--- config.mk ---
export PLATFORM = sky130hd
export DESIGN_NAME = decoder_2to4_stream
export DESIGN_NICKNAME = d
export VERILOG_FILES = /design/src/rtl/decoder_pkg.sv /design/src/rtl/decoder_fifo2.sv /design/src/rtl/decoder_2to4_stream.sv
export SDC_FILE = /design/constraint.sdc
export NUM_CORES = 1
export LEC_CHECK = 0
export ABC_AREA = 0
export CORE_MARGIN = 2
export CORE_UTILIZATION = 59
export CTS_CLUSTER_DIAMETER = 120
export DETAILED_ROUTE_END_ITERATION = 8
export PLACE_DENSITY_LB_ADDON = 0.25
export SLEW_MARGIN = 0
export SYNTH_ARGS = -nofsm -noshare
export SYNTH_HDL_FRONTEND = slang
export SYNTH_SLANG_ARGS = --single-unit
--- constraint.sdc ---
create_clock -name clk -period 6.3 [get_ports clk]
set_clock_uncertainty 0.2 [all_clocks]
set_input_delay 1.89 -clock clk [delete_from_list [all_inputs] [get_ports clk]]
set_output_delay 1.89 -clock clk [all_outputs]
set_load 0.1 [all_outputs]
--- src/rtl/decoder_pkg.sv ---
// Shared constants, occupancy encoding and the code-to-line decode used by
// the 2-to-4 streaming decoder.
package decoder_pkg;

  localparam int CODE_W = 2;
  localparam int LINE_W = 4;

  typedef enum logic [1:0] {
    EMPTY = 2'd0,
    ONE   = 2'd1,
    FULL  = 2'd2
  } occ_state_t;

  // Disabled decodes yield an all-zero word that still travels the stream.
  function automatic logic [LINE_W-1:0] decode(input logic [CODE_W-1:0] code,
                                               input logic              en);
    logic [LINE_W-1:0] word;
    word = '0;
    if (en) word[code] = 1'b1;
    return word;
  endfunction

endpackage

--- src/rtl/decoder_fifo2.sv ---
// Two-entry FIFO with an explicit EMPTY/ONE/FULL occupancy FSM; dout always
// presents the oldest entry and reads as zero while empty.
module decoder_fifo2
  import decoder_pkg::*;
(
  input  logic              clk,
  input  logic              rst_n,
  input  logic              push,
  input  logic              pop,
  input  logic [LINE_W-1:0] din,
  output logic [LINE_W-1:0] dout,
  output logic              full,
  output logic              empty
);

  occ_state_t        state_reg, state_next;
  logic [LINE_W-1:0] head_reg, head_next;
  logic [LINE_W-1:0] tail_reg, tail_next;

  always_ff @(posedge clk or negedge rst_n) begin
    if (!rst_n) begin
      state_reg <= EMPTY;
      head_reg  <= '0;
      tail_reg  <= '0;
    end else begin
      state_reg <= state_next;
      head_reg  <= head_next;
      tail_reg  <= tail_next;
    end
  end

  always_comb begin
    state_next = state_reg;
    head_next  = head_reg;
    tail_next  = tail_reg;
    case (state_reg)
      EMPTY: begin
        if (push) begin
          head_next  = din;
          state_next = ONE;
        end
      end
      ONE: begin
        // Concurrent push/pop: the incoming word becomes the new head.
        if (push && pop) begin
          head_next = din;
        end else if (push) begin
          tail_next  = din;
          state_next = FULL;
        end else if (pop) begin
          state_next = EMPTY;
        end
      end
      FULL: begin
        if (pop) begin
          head_next  = tail_reg;
          state_next = ONE;
        end
      end
      default: state_next = EMPTY;
    endcase
  end

  assign full  = (state_reg == FULL);
  assign empty = (state_reg == EMPTY);
  assign dout  = empty ? '0 : head_reg;

endmodule

--- src/rtl/decoder_2to4_stream.sv ---
// Streaming 2-to-4 one-hot decoder: handshake glue around a 2-entry buffer,
// plus saturating per-line hit counters updated on every retired word.
module decoder_2to4_stream
  import decoder_pkg::*;
#(
  parameter int CNT_W = 8
) (
  input  logic              clk,
  input  logic              rst_n,
  input  logic              in_valid,
  output logic              in_ready,
  input  logic [CODE_W-1:0] in_code,
  input  logic              in_en,
  output logic              out_valid,
  input  logic              out_ready,
  output logic [LINE_W-1:0] out_onehot,
  input  logic [1:0]        cnt_sel,
  output logic [CNT_W-1:0]  cnt_out,
  input  logic              cnt_clr
);

  localparam logic [CNT_W-1:0] CNT_MAX = {CNT_W{1'b1}};

  logic              push;
  logic              pop;
  logic              fifo_full;
  logic              fifo_empty;
  logic [LINE_W-1:0] dec_word;
  logic [CNT_W-1:0]  cnt_vec [LINE_W];

  assign dec_word  = decode(in_code, in_en);
  // Ready depends on registered occupancy only, never on out_ready.
  assign in_ready  = !fifo_full;
  assign out_valid = !fifo_empty;
  assign push      = in_valid && in_ready;
  assign pop       = out_valid && out_ready;

  decoder_fifo2 u_fifo (
    .clk   (clk),
    .rst_n (rst_n),
    .push  (push),
    .pop   (pop),
    .din   (dec_word),
    .dout  (out_onehot),
    .full  (fifo_full),
    .empty (fifo_empty)
  );

  genvar gi;
  generate
    for (gi = 0; gi < LINE_W; gi++) begin : g_cnt
      logic [CNT_W-1:0] cnt_reg;

      always_ff @(posedge clk or negedge rst_n) begin
        if (!rst_n) begin
          cnt_reg <= '0;
        end else if (cnt_clr) begin
          cnt_reg <= '0;
        end else if (pop && out_onehot[gi] && (cnt_reg != CNT_MAX)) begin
          cnt_reg <= cnt_reg + 1'b1;
        end
      end

      assign cnt_vec[gi] = cnt_reg;
    end
  endgenerate

  assign cnt_out = cnt_vec[cnt_sel];

endmodule
## Word level (Yosys, flattened, before mapping)

Cells that the tools add are included.

- Register bits after elaboration: 42
- Bits of input ports: 10

- Add/sub/neg operators: 4
- $lt $le $gt $ge: 3
- Equality and inequality tests: 11
- Multiplexer cells: 25
- Bitwise gates (word level): 2
- Reductions and logical operators: 23

Operators with widths:

| cell | count |
|---|---|
| $mux 8 | 10 |
| $add 8x1->8 const B | 4 |
| $ne 8x8->1 const B | 4 |
| $mux 4 | 5 |
| $bmux 8 s2 | 1 |
| $logic_and 1x1->1 | 12 |
| $pmux 4 s3 | 1 |
| $mux 2 | 5 |
| $reduce_and 4->1 | 2 |
| $reduce_bool 2->1 | 4 |
| $pmux 2 s3 | 1 |
| $ne 2x1->1 const B | 2 |
| $ne 2x2->1 const B | 2 |
| $ge 3x3->1 const B | 1 |
| $lt 2x3->1 const B | 1 |
| $ne 3x2->1 const B | 1 |
| $not 2->3 | 1 |
| $reduce_and 3->1 | 1 |
| $reduce_bool 3->1 | 1 |
| $demux 1 s2 | 1 |
| $eq 2x1->1 const B | 1 |
| $eq 2x2->1 const B | 1 |
| $ge 2x1->1 const B | 1 |
| $logic_not 1->1 | 2 |
| 3 further kinds | 3 |

## Depth between registers and ports, before layout

Gate-level depths: netlist of run 1.

- Word-level depth: 7
- Gate-level depth with buffers: 5
- Depth with buffers taken out: 5

## Hierarchy

Synthesis of run 1 repeated with hierarchy kept, for this count alone.

- Cells, all modules: 233
- Area total of the unflattened synthesis: 2502.4 µm²

Modules (own cells, without submodules):

| module | times used | cells each | area an instance (µm²) |
|---|---|---|---|
| decoder_2to4_stream | 1 | 193 | 1956.9 |
| decoder_fifo2 | 1 | 40 | 545.5 |

## Least setup slack after synthesis of run 1

No wires, ideal clock.

- Path kind: input -> output
- From: input port cnt_sel[0]
- To: output port cnt_out[0]
- Data arrival time: 2923 ps
- Data required time: 4210 ps
- Setup slack: 1287 ps
- Stages: 2
- Cells stage by stage: buf_2 > mux4_2

- Word-level cells in the longest chain between the ends: 4

Ends and longest elaborated chain:

| item | RTL line | text |
|---|---|---|
| start: declaration | decoder_2to4_stream.sv:17 | `input logic [1:0] cnt_sel,` |
| $not 2->3 (not written as such) | decoder_2to4_stream.sv:68 | `assign cnt_out = cnt_vec[cnt_sel];` |
| $bmux 8 s2 | decoder_2to4_stream.sv:68 |  |
| $mux 8 (not written as such) (2 in a row) | decoder_2to4_stream.sv:68 |  |
| end: declaration | decoder_2to4_stream.sv:18 | `output logic [CNT_W-1:0] cnt_out,` |

No other way between the ends. The select of a mux whose other input is x is not followed.

## Worst setup path after layout of run 1

- From: input port cnt_sel[0]
- To: output port cnt_out[5]

The elaborated chain is that of the path after synthesis.

==> out/results.tsv, run 1 <==
stage	metric	value	unit
outcome	status	complete, no violations	
synthesis	Unique masters post-synth	48	
worst_setup_path	CP required	4.21	ns
synthesis	Syn Nets	252	
power_and_ir_drop	Switch Pwr	0.0002726	W
timing	Final Cycle Share	89.26	%
final_layout	nets	274	
worst_setup_path	Setup crit start kind	input pin	
worst_setup_path	WP buf/inv	2	
worst_setup_path	CP Cell Sequence	clkdlybuf4s50_1, mux4_2, buf_4	
timing	highest clock rate	0.1778	GHz
synthesis	YS warnings	0	
power_and_ir_drop	Reg power frac	45.2	%
placement	Place WS	0.6384	ns
floorplanning	die footprint	0.004693	mm2
synthesis	top cells by area, synth	dfrtp_1 (43%), mux4_2 (7.3%), a21oi_1 (4.1%)	
worst_setup_path	Worst EP arrival	3.53	ns
clock_network	setup bufs post-CTS	0	
routing	met3 wire len	356	um
final_layout	max reg flops	32	
routing	vias per cell	6.260	
clock_network	number of clock sinks	42	
worst_setup_path	Crit Path Class	input pin to output port	
synthesis	Syn Std Cell Area	0.002455	mm2
global_routing	first-pass GRT wire length	8418	um
timing	Max Slew Vio Count	0	
clock_network	H-tree depth	2	
final_layout	area growth from synthesis to layout	12.69	%
worst_setup_path	CP top delay family	buffers and inverters	
floorplanning	Core ar.	0.004000	mm2
global_routing	GR Overflow Total	0	
synthesis	Synth Area per Inst	10.31	um2
clock_network	TritonCTS clock tree	yes	
routing	M1 WL	2245	um
timing	Tightest Pin Transition	0.9678	ns
clock_network	post_cts resized	0	
power_and_ir_drop	Design Power	0.0007165	W
power_and_ir_drop	combinational power share	29.8	%
synthesis	Synth area leader	dfrtp_1	
timing	Final Hold Viols	0	
worst_setup_path	critical path fanouts, max	8	
final_layout	ANT cells	0	
synthesis	ys flop type	dfrtp_1	
routing	# DRC	0	
routing	total number of vias	1947	
clock_network	clock slew at reported path FFs	0.08	ns
power_and_ir_drop	Pwr per Cell Area	259.0	mW/mm2
synthesis	register area share after synthesis	42.81	%
routing	final wirelength	5222	um
placement	IO buf count	23	
synthesis	most numerous cell in the Yosys netlist	dfrtp_1	
synthesis	Commonest cells post-synth	dfrtp_1 (42), nor2_1 (24), a21oi_1 (20), nand2_1 (14), nand3_1 (11)	
synthesis	Post-Syn Instances	238	
timing	RSZ-0062 raised after global routing	false	
global_routing	number of global-route vias before repair	1778	
timing	Tmin final	5.623	ns
clock_network	worst skew pair latency	0.29	ns
placement	placed cells	303	
floorplanning	# IOs	24	
routing	top layer in use	met4	
floorplanning	Die Width	68.51	um
final_layout	FILL cells	310	
timing	final setup violation count	0	
power_and_ir_drop	Leak Pwr	1.167	nW
clock_network	CTS Hold Buffers Added	0	
clock_network	Clock Path Buffers	2	
power_and_ir_drop	Int Pwr	0.0004438	W
worst_setup_path	Worst path slowest cell	clkdlybuf4s50_1	
synthesis	EDFF count, synth	0	
clock_network	TritonCTS Buffers	5	
power_and_ir_drop	Worst IR Drop VDD	0.2587	mV
final_layout	Sequential Area	0.001051	mm2
synthesis	ys async rst share	100.0	%
routing	DR pass1 iterations	4	
floorplanning	initial core utilization	61.37	%
timing	headroom to the max-slew limit	35.28	%
worst_setup_path	worst stage delay on the critical path	0.80	ns
power_and_ir_drop	sw frac	38.05	%
timing	final worst slack	0.6766	ns
synthesis	register bit total from synthesis	42	
final_layout	post-route non-filler standard cell count	311	
routing	Detail Route Antenna Nets	0	
worst_setup_path	critical path endpoint category	output port	
synthesis	Yosys top cell area share	42.81	%
placement	final RePlAce weighted congestion	0.8742	
placement	hpwl dp	3812	um
routing	wire length on met2	2527	um
global_routing	pin count of the biggest net entering global routing	43	
timing	Final TNS setup	0	ns
power_and_ir_drop	power share of the clock group	24.9	%
worst_hold_path	Hold WC Path Type	flop to flop	
routing	average wire per standard cell	16.79	um
global_routing	initial antenna violation count	0	
global_routing	GRT Util Overall	24.85	%
final_layout	share of layout cells above drive strength 1	15.71	%
routing	DRT iter0 DRCs	191	
floorplanning	num rows	23	
final_layout	multi-input logic area	0.001323	mm2
clock_network	CTS root buf	clkbuf_8	
job	max-cap check violation count	0	
floorplanning	die height	68.51	um
[worst register-to-register path: cells and delay by family, from the launching register on]
family / cells / cell delay [ns]
fa+ha+maj: 1 / 0.26
compound gates: 2 / 0.42
flops: 1 / 0.43
simple gates: 2 / 0.59
[cell usage in the layout (no fill, tap or decap), types with 4 or more instances in the layout]
| cell type | count |
|---|---|
| a21o_1 | 4 |
| ha_1 | 4 |
| o21ai_0 | 8 |
| nand4_1 | 5 |
| clkbuf_8 | 6 |
| or3_1 | 6 |
| nor2b_1 | 5 |
| xnor2_1 | 5 |
| mux4_2 | 8 |
| o31ai_1 | 4 |
| nor2_1 | 24 |
| dfrtp_1 | 42 |
| inv_1 | 6 |
| nand2_1 | 14 |
| clkdlybuf4s50_1 | 14 |
| buf_4 | 9 |
| nand3_1 | 11 |
| a21oi_1 | 20 |
| mux2i_1 | 8 |
| nand2b_1 | 4 |
| xor2_1 | 5 |
| or4_1 | 4 |
[per-stage QoR]
step / util (%) / hold WS [ns] / cell area, um2
floorplan: - / 0.2503 / 2455
global placement: 66.88 / 0.2695 / 2675
detailed placement: 66.88 / 0.2941 / 2675
CTS: 69.16 / 0.3120 / 2766
global route: 69.16 / 0.3357 / 2766
finish: 69.16 / 0.3070 / 2766
[layout make-up]
class,instances,share of cell area [%]
well taps,50,2.261
flip-flops and latches,42,37.99
repair buffers,24,7.689
clock buffers,7,3.121
multi-input cells,180,47.81
inverters,7,0.9498
clock inverters,1,0.1809
[power by group through the flow]
| stage | clock network, W | registers, W | logic [W] |
|---|---|---|---|
| 2_1_floorplan | 0 | 0.000313 | 0.000178 |
| 3_3_place_gp | 0 | 0.000327 | 0.000212 |
| 3_5_place_dp | 0 | 0.000329 | 0.000215 |
| 4_1_cts | 0.000181 | 0.000323 | 0.000216 |
| 5_1_grt | 0.000195 | 0.000327 | 0.000228 |
| 6_report | 0.000178 | 0.000324 | 0.000214 |
[metal layers]
metal | track usage, % | up-vias
li1 | - | 933
met1 | 33.76 | 939
met2 | 39.66 | 67
met3 | 5.357 | 8
met4 | 8.250 | 0
met5 | 0 | -
[logic make-up (layout without fill, tap and decap cells)]
kind of cell             Yosys count  count (layout)  synth area share (%)
AO/OA/AOI/OAI                     59              59                 17.13
XOR/XNOR                          10              10                 3.568
adder cells (fa/ha/maj)            4               4                 2.039
buffers and inverters             16              39                 3.313
flip-flops                        42              42                 42.81
multiplexers                      19              19                 11.98
AND/OR/NAND/NOR                   88              88                 19.16
[worst paths after layout]
kind                            slack (ns)  cells after the start             endpoint           startpoint
worst max-delay path                  0.68                      3           cnt_out[5]           cnt_sel[0]
worst min-delay path                  0.31                      2   u_fifo.tail_reg[3]   u_fifo.tail_reg[3]
worst max register to register        4.33                      5  g_cnt[1].cnt_reg[4]  g_cnt[1].cnt_reg[0]
worst min register to register        0.31                      2   u_fifo.tail_reg[3]   u_fifo.tail_reg[3]
max in group asynchronous             3.80                      1  g_cnt[2].cnt_reg[4]                rst_n
min in group asynchronous             1.52                      1  g_cnt[0].cnt_reg[0]                rst_n
No activity file was read; power rests on OpenSTA's default activity.
==> run 2: changes to the inputs <==
Settings changed: MAX_ROUTING_LAYER set to met4, RECOVER_POWER set to 25.
==> run 2 against run 1 <==
The flow now finishes with violations (max-capacitance violations, max-slew violations). Core utilization barely moved. Non-clock buffer count did not move. Via count fell by 0.51%. Final cell count did not move. Fmax fell by 0.24%. Worst setup slack got worse by 0.014 ns. Power barely moved. Critical path depth did not move. Global-route usage rose by 0.64 points. Sequential share of layout area barely moved. Final area barely moved.
==> out/results.tsv, run 2 (same netlist as run 1, synthesis figures left out) <==
stage	metric	value	unit	change
global_routing	GR Overflow Total	0		unchanged
final_layout	share of layout cells above drive strength 1	15.33	%	-0.38 points
routing	final wirelength	5217	um	about the same
global_routing	GRT Util Overall	25.49	%	+0.64 points
timing	Final TNS setup	0	ns	unchanged
worst_setup_path	critical path endpoint category	output port		
power_and_ir_drop	Design Power	0.0007168	W	about the same
worst_setup_path	Crit Path Class	input pin to output port		
worst_setup_path	CP Cell Sequence	clkdlybuf4s50_1, mux4_2, buf_4		
global_routing	pin count of the biggest net entering global routing	43		unchanged
routing	DR pass1 iterations	4		unchanged
global_routing	first-pass GRT wire length	8411	um	about the same
placement	final RePlAce weighted congestion	0.8886		+1.6%
worst_hold_path	Hold WC Path Type	flop to flop		
clock_network	TritonCTS clock tree	yes		
worst_setup_path	Worst R2R Path Depth	5		unchanged
timing	Tmin final	5.637	ns	+0.01358 ns
timing	RSZ-0062 raised after global routing	false		
timing	Final Hold Viols	0		unchanged
final_layout	area growth from synthesis to layout	12.64	%	about the same
final_layout	ANT cells	0		unchanged
outcome	failing checks	max-capacitance violations, max-slew violations		
global_routing	met3 track utilization from global routing	5.195	%	-0.16 points
timing	final setup violation count	0		unchanged
clock_network	TritonCTS Buffers	5		unchanged
worst_setup_path	R2R setup slack	4.33	ns	about the same
clock_network	setup bufs post-CTS	0		unchanged
routing	average wire per standard cell	16.77	um	about the same
worst_setup_path	CP top delay family	buffers and inverters		
placement	Place WS	0.6384	ns	unchanged
global_routing	GR Util met2	40.02	%	+0.36 points
floorplanning	num rows	23		unchanged
worst_hold_path	Hold Path Depth	2		unchanged
worst_setup_path	Setup crit start kind	input pin		
timing	final worst slack	0.6630	ns	-0.01358 ns
floorplanning	Die Width	68.51	um	unchanged
final_layout	max reg flops	32		unchanged
worst_setup_path	Worst path slowest cell	clkdlybuf4s50_1		
placement	IO buf count	23		unchanged
timing	Max Slew Vio Count	43		+43
timing	highest clock rate	0.1774	GHz	-0.24%
worst_setup_path	critical path depth	3		unchanged
clock_network	post_cts resized	0		unchanged
power_and_ir_drop	Pwr per Cell Area	259.2	mW/mm2	about the same
worst_setup_path	critical path fanouts, max	8		unchanged
global_routing	GRT Max-Usage Layer	met2		
routing	# DRC	0		unchanged
clock_network	clock slew at reported path FFs	0.08	ns	about the same
routing	Detail Route Antenna Nets	0		unchanged
floorplanning	initial core utilization	61.37	%	unchanged
floorplanning	# IOs	24		unchanged
clock_network	Clock Path Buffers	2		unchanged
clock_network	H-tree depth	2		unchanged
outcome	status	complete, but fails checks		
worst_setup_path	CP required	4.21	ns	about the same
clock_network	CTS root buf	clkbuf_8		
final_layout	commonest non-fill, non-tap cell in the layout	dfrtp_1		
timing	Tightest Pin Transition	2.193	ns	+1.225 ns
final_layout	Util after Layout	69.13	%	about the same
final_layout	FILL cells	310		unchanged
routing	vias per cell	6.228		-0.51%
final_layout	most frequent cells in the layout	dfrtp_1 (42), nor2_1 (24), a21oi_1 (20)		
worst_setup_path	worst stage delay on the critical path	0.81	ns	about the same
worst_setup_path	WP buf/inv	2		unchanged
clock_network	worst skew pair latency	0.30	ns	about the same
power_and_ir_drop	Leak Pwr	1.164	nW	-0.24%
clock_network	number of clock sinks	42		unchanged
job	max-cap check violation count	1		+1
routing	DRT iter0 DRCs	170		-11%
floorplanning	die height	68.51	um	unchanged
clock_network	CTS Hold Buffers Added	0		unchanged
power_and_ir_drop	Worst IR Drop VDD	0.2587	mV	about the same
global_routing	number of global-route vias before repair	1788		+0.56%
global_routing	met1 usage	33.33	%	-0.43 points
routing	total number of vias	1937		-0.51%
floorplanning	die footprint	0.004693	mm2	unchanged
placement	hpwl dp	3812	um	unchanged
global_routing	initial antenna violation count	0		unchanged
timing	Final Cycle Share	89.48	%	+0.22 points
final_layout	nets	274		unchanged
worst_setup_path	Worst EP arrival	3.55	ns	+0.02 ns
timing	headroom to the max-slew limit	-46.18	%	-81 points
floorplanning	Core ar.	0.004000	mm2	unchanged
## run 2: cell count changes in the layout (fill, tap and decap cells not counted)
cell | before | now
clkbuf_1 | 1 | 2
buf_2 | 1 | 0
## run 2: worst paths after layout
check / startpoint / end
worst max register to register: g_cnt[1].cnt_reg[0] / g_cnt[1].cnt_reg[4]
worst min-delay path: u_fifo.tail_reg[3] / u_fifo.tail_reg[3]
min in group asynchronous: rst_n / g_cnt[0].cnt_reg[0]
worst min register to register: u_fifo.tail_reg[3] / u_fifo.tail_reg[3]
max in group asynchronous: rst_n / g_cnt[2].cnt_reg[1]
worst max-delay path: cnt_sel[0] / cnt_out[5]
## run 2: layout make-up
type                    instances  area [um2]  share of cell area (%)
well taps                      50       62.56                   2.262
flip-flops and latches         42        1051                   38.01
repair buffers                 24       211.5                   7.647
inverters                       7       26.28                  0.9502
multi-input cells             180        1323                   47.83
clock inverters                 1       5.005                  0.1810
clock buffers                   7       86.33                   3.122
## run 2: through the flow
step | instances | hold WS (ns) | area [um2]
global route | 311 | 0.3357 | 2765
global placement | 303 | 0.2695 | 2675
finish | 311 | 0.3072 | 2765
detailed placement | 303 | 0.2941 | 2675
CTS | 311 | 0.3120 | 2766
floorplan | 238 | 0.2503 | 2455
## run 2: worst register-to-register path, delay by kind of cell, from the launching register on
family	cells	cell delay [ns]
AND/OR/NAND/NOR	2	0.59
flip-flops	1	0.43
adder cells (fa/ha/maj)	1	0.26
AO/OA/AOI/OAI	2	0.42
## run 2: power breakdown
group / total [W] / switching (W) / internal, W
Combinational: 0.000214 / 0.000150 / 0.0000639
Clock: 0.000179 / 0.0000904 / 0.0000884
Sequential: 0.000324 / 0.0000328 / 0.000291
## run 2: metal layers
metal	wire, um	part of all wire [%]
met5	0	0
met4	91	1.7
met3	347	6.7
met2	2540	49
met1	2239	43
==> run 3: changes to the inputs <==
Settings changed: CAP_MARGIN set to 30, SETUP_SLACK_MARGIN set to 0.02.
Clock period 6.3 ns to 6.6 ns, I/O delays scaled along.
==> run 3 against run 2 <==
The run still ends with max-capacitance violations, max-slew violations left. Wire length up 4.8%. Core utilization down 0.28 points. Sequential power down 4%. Clock-buffer cell count unchanged. Non-clock buffer count up 1. Register-to-register slack better by 0.29 ns.
==> out/results.tsv, run 3 (same netlist as run 1, synthesis figures left out) <==
stage	metric	value	unit	change
power_and_ir_drop	Leak Pwr	1.155	nW	-0.75%
routing	vias per cell	6.392		+2.6%
final_layout	ANT cells	0		unchanged
final_layout	Sequential Area	0.001051	mm2	unchanged
timing	final setup violation count	0		unchanged
worst_setup_path	Setup crit start kind	input pin		
clock_network	CTS root buf	clkbuf_8		
final_layout	multi-input logic area	0.001323	mm2	unchanged
global_routing	first-pass GRT wire length	8970	um	+6.6%
global_routing	GR Overflow Total	0		unchanged
routing	DRT iter0 DRCs	170		unchanged
global_routing	pin count of the biggest net entering global routing	43		unchanged
floorplanning	die height	68.51	um	unchanged
final_layout	most frequent cells in the layout	dfrtp_1 (42), nor2_1 (24), a21oi_1 (20)		
worst_setup_path	Crit Path Class	input pin to output port		
clock_network	TritonCTS clock tree	yes		
timing	highest clock rate	0.1714	GHz	
routing	DR pass1 iterations	5		+1
clock_network	TritonCTS Buffers	5		unchanged
routing	total number of vias	1988		+2.6%
floorplanning	initial core utilization	61.37	%	unchanged
timing	Final Hold Viols	0		unchanged
clock_network	H-tree depth	2		unchanged
timing	headroom to the max-slew limit	-36.63	%	+9.5 points
timing	RSZ-0062 raised after global routing	false		
timing	Tightest Pin Transition	2.049	ns	-0.1432 ns
final_layout	post-route non-filler standard cell count	311		unchanged
floorplanning	Core ar.	0.004000	mm2	unchanged
power_and_ir_drop	Pwr per Cell Area	243.9	mW/mm2	-5.9%
outcome	status	complete, but fails checks		
worst_setup_path	CP required	4.42	ns	+0.21 ns
worst_setup_path	critical path fanouts, max	8		unchanged
worst_hold_path	Hold WC Path Type	flop to flop		
global_routing	GRT Util Overall	27.26	%	+1.8 points
floorplanning	num rows	23		unchanged
power_and_ir_drop	Worst IR Drop VDD	0.1998	mV	-23%
clock_network	number of clock sinks	42		unchanged
final_layout	area growth from synthesis to layout	12.18	%	
timing	Final Cycle Share	88.42	%	
outcome	failing checks	max-capacitance violations, max-slew violations		
floorplanning	# IOs	24		unchanged
timing	Tmin final	5.836	ns	
placement	final RePlAce weighted congestion	0.9020		+1.5%
final_layout	nets	275		+0.36%
final_layout	max reg flops	32		unchanged
clock_network	Clock Path Buffers	2		unchanged
final_layout	FILL cells	314		+1.3%
placement	hpwl dp	3964	um	+4.0%
job	max-cap check violation count	1		unchanged
placement	IO buf count	23		unchanged
final_layout	commonest non-fill, non-tap cell in the layout	dfrtp_1		
timing	Final TNS setup	0	ns	unchanged
timing	Max Slew Vio Count	39		-9.3%
routing	final wirelength	5465	um	+4.8%
floorplanning	die footprint	0.004693	mm2	unchanged
global_routing	number of global-route vias before repair	1842		+3.0%
clock_network	worst skew pair latency	0.29	ns	about the same
clock_network	clock slew at reported path FFs	0.07	ns	about the same
routing	# DRC	0		unchanged
clock_network	post_cts resized	0		unchanged
worst_setup_path	Worst EP arrival	3.66	ns	+0.11 ns
worst_setup_path	critical path endpoint category	output port		
worst_setup_path	R2R setup slack	4.62	ns	+0.29 ns
clock_network	CTS Hold Buffers Added	0		unchanged
routing	average wire per standard cell	17.57	um	+4.8%
floorplanning	Die Width	68.51	um	unchanged
placement	placed cells	303		unchanged
final_layout	share of layout cells above drive strength 1	14.56	%	-0.77 points
clock_network	setup bufs post-CTS	0		unchanged
routing	Detail Route Antenna Nets	0		unchanged
global_routing	initial antenna violation count	0		unchanged
## run 3: cell type report
class / count / area share (%)
multi-input cells: 180 / 48.02
flip-flops and latches: 42 / 38.16
repair buffers: 25 / 7.815
clock buffers: 7 / 2.771
well taps: 50 / 2.272
inverters: 7 / 0.9541
## run 3: per-stage QoR
step	utilization (%)	instance area [um2]	hold slack, ns	setup WS [ns]	power [W]
6_report	68.85	2754	0.2918	0.7643	0.0006717
5_1_grt	68.85	2754	0.3279	0.6780	0.0007033
4_1_cts	68.78	2751	0.2979	0.7411	0.0006761
3_5_place_dp	66.88	2675	0.2804	0.7411	0.0005191
3_3_place_gp	66.88	2675	0.2664	0.8335	0.0005151
2_1_floorplan	-	2455	0.2503	1.407	0.0004690
## run 3: per-layer routing
layer	share of wire [%]	up-vias	track usage, %
met5	0	-	-
met4	1.9	0	9.000
met3	4.5	12	5.519
met2	48	57	42.91
met1	45	986	35.47
li1	-	933	-
## run 3: path summary, 6_finish.rpt
path	to	depth (start not counted)	from
setup reg to reg	g_cnt[0].cnt_reg[4]	5	g_cnt[0].cnt_reg[0]
min in group asynchronous	g_cnt[0].cnt_reg[2]	1	rst_n
max in group asynchronous	g_cnt[2].cnt_reg[5]	2	rst_n
hold reg to reg	u_fifo.tail_reg[3]	2	u_fifo.tail_reg[3]
setup / recovery	cnt_out[2]	3	cnt_sel[0]
hold / removal	u_fifo.tail_reg[3]	2	u_fifo.tail_reg[3]
## run 3: power by group
part	internal [W]	leakage, nW	switching (W)
Combinational	0.0000613	0.544	0.000144
Sequential	0.000278	0.573	0.0000317
Clock	0.0000729	0.0383	0.0000839
Total	0.000412	1.16	0.000259
## run 3: critical path: stages
cell,delay [ns]
clkdlybuf4s50_1,0.82
mux4_2,0.60
buf_4,0.25
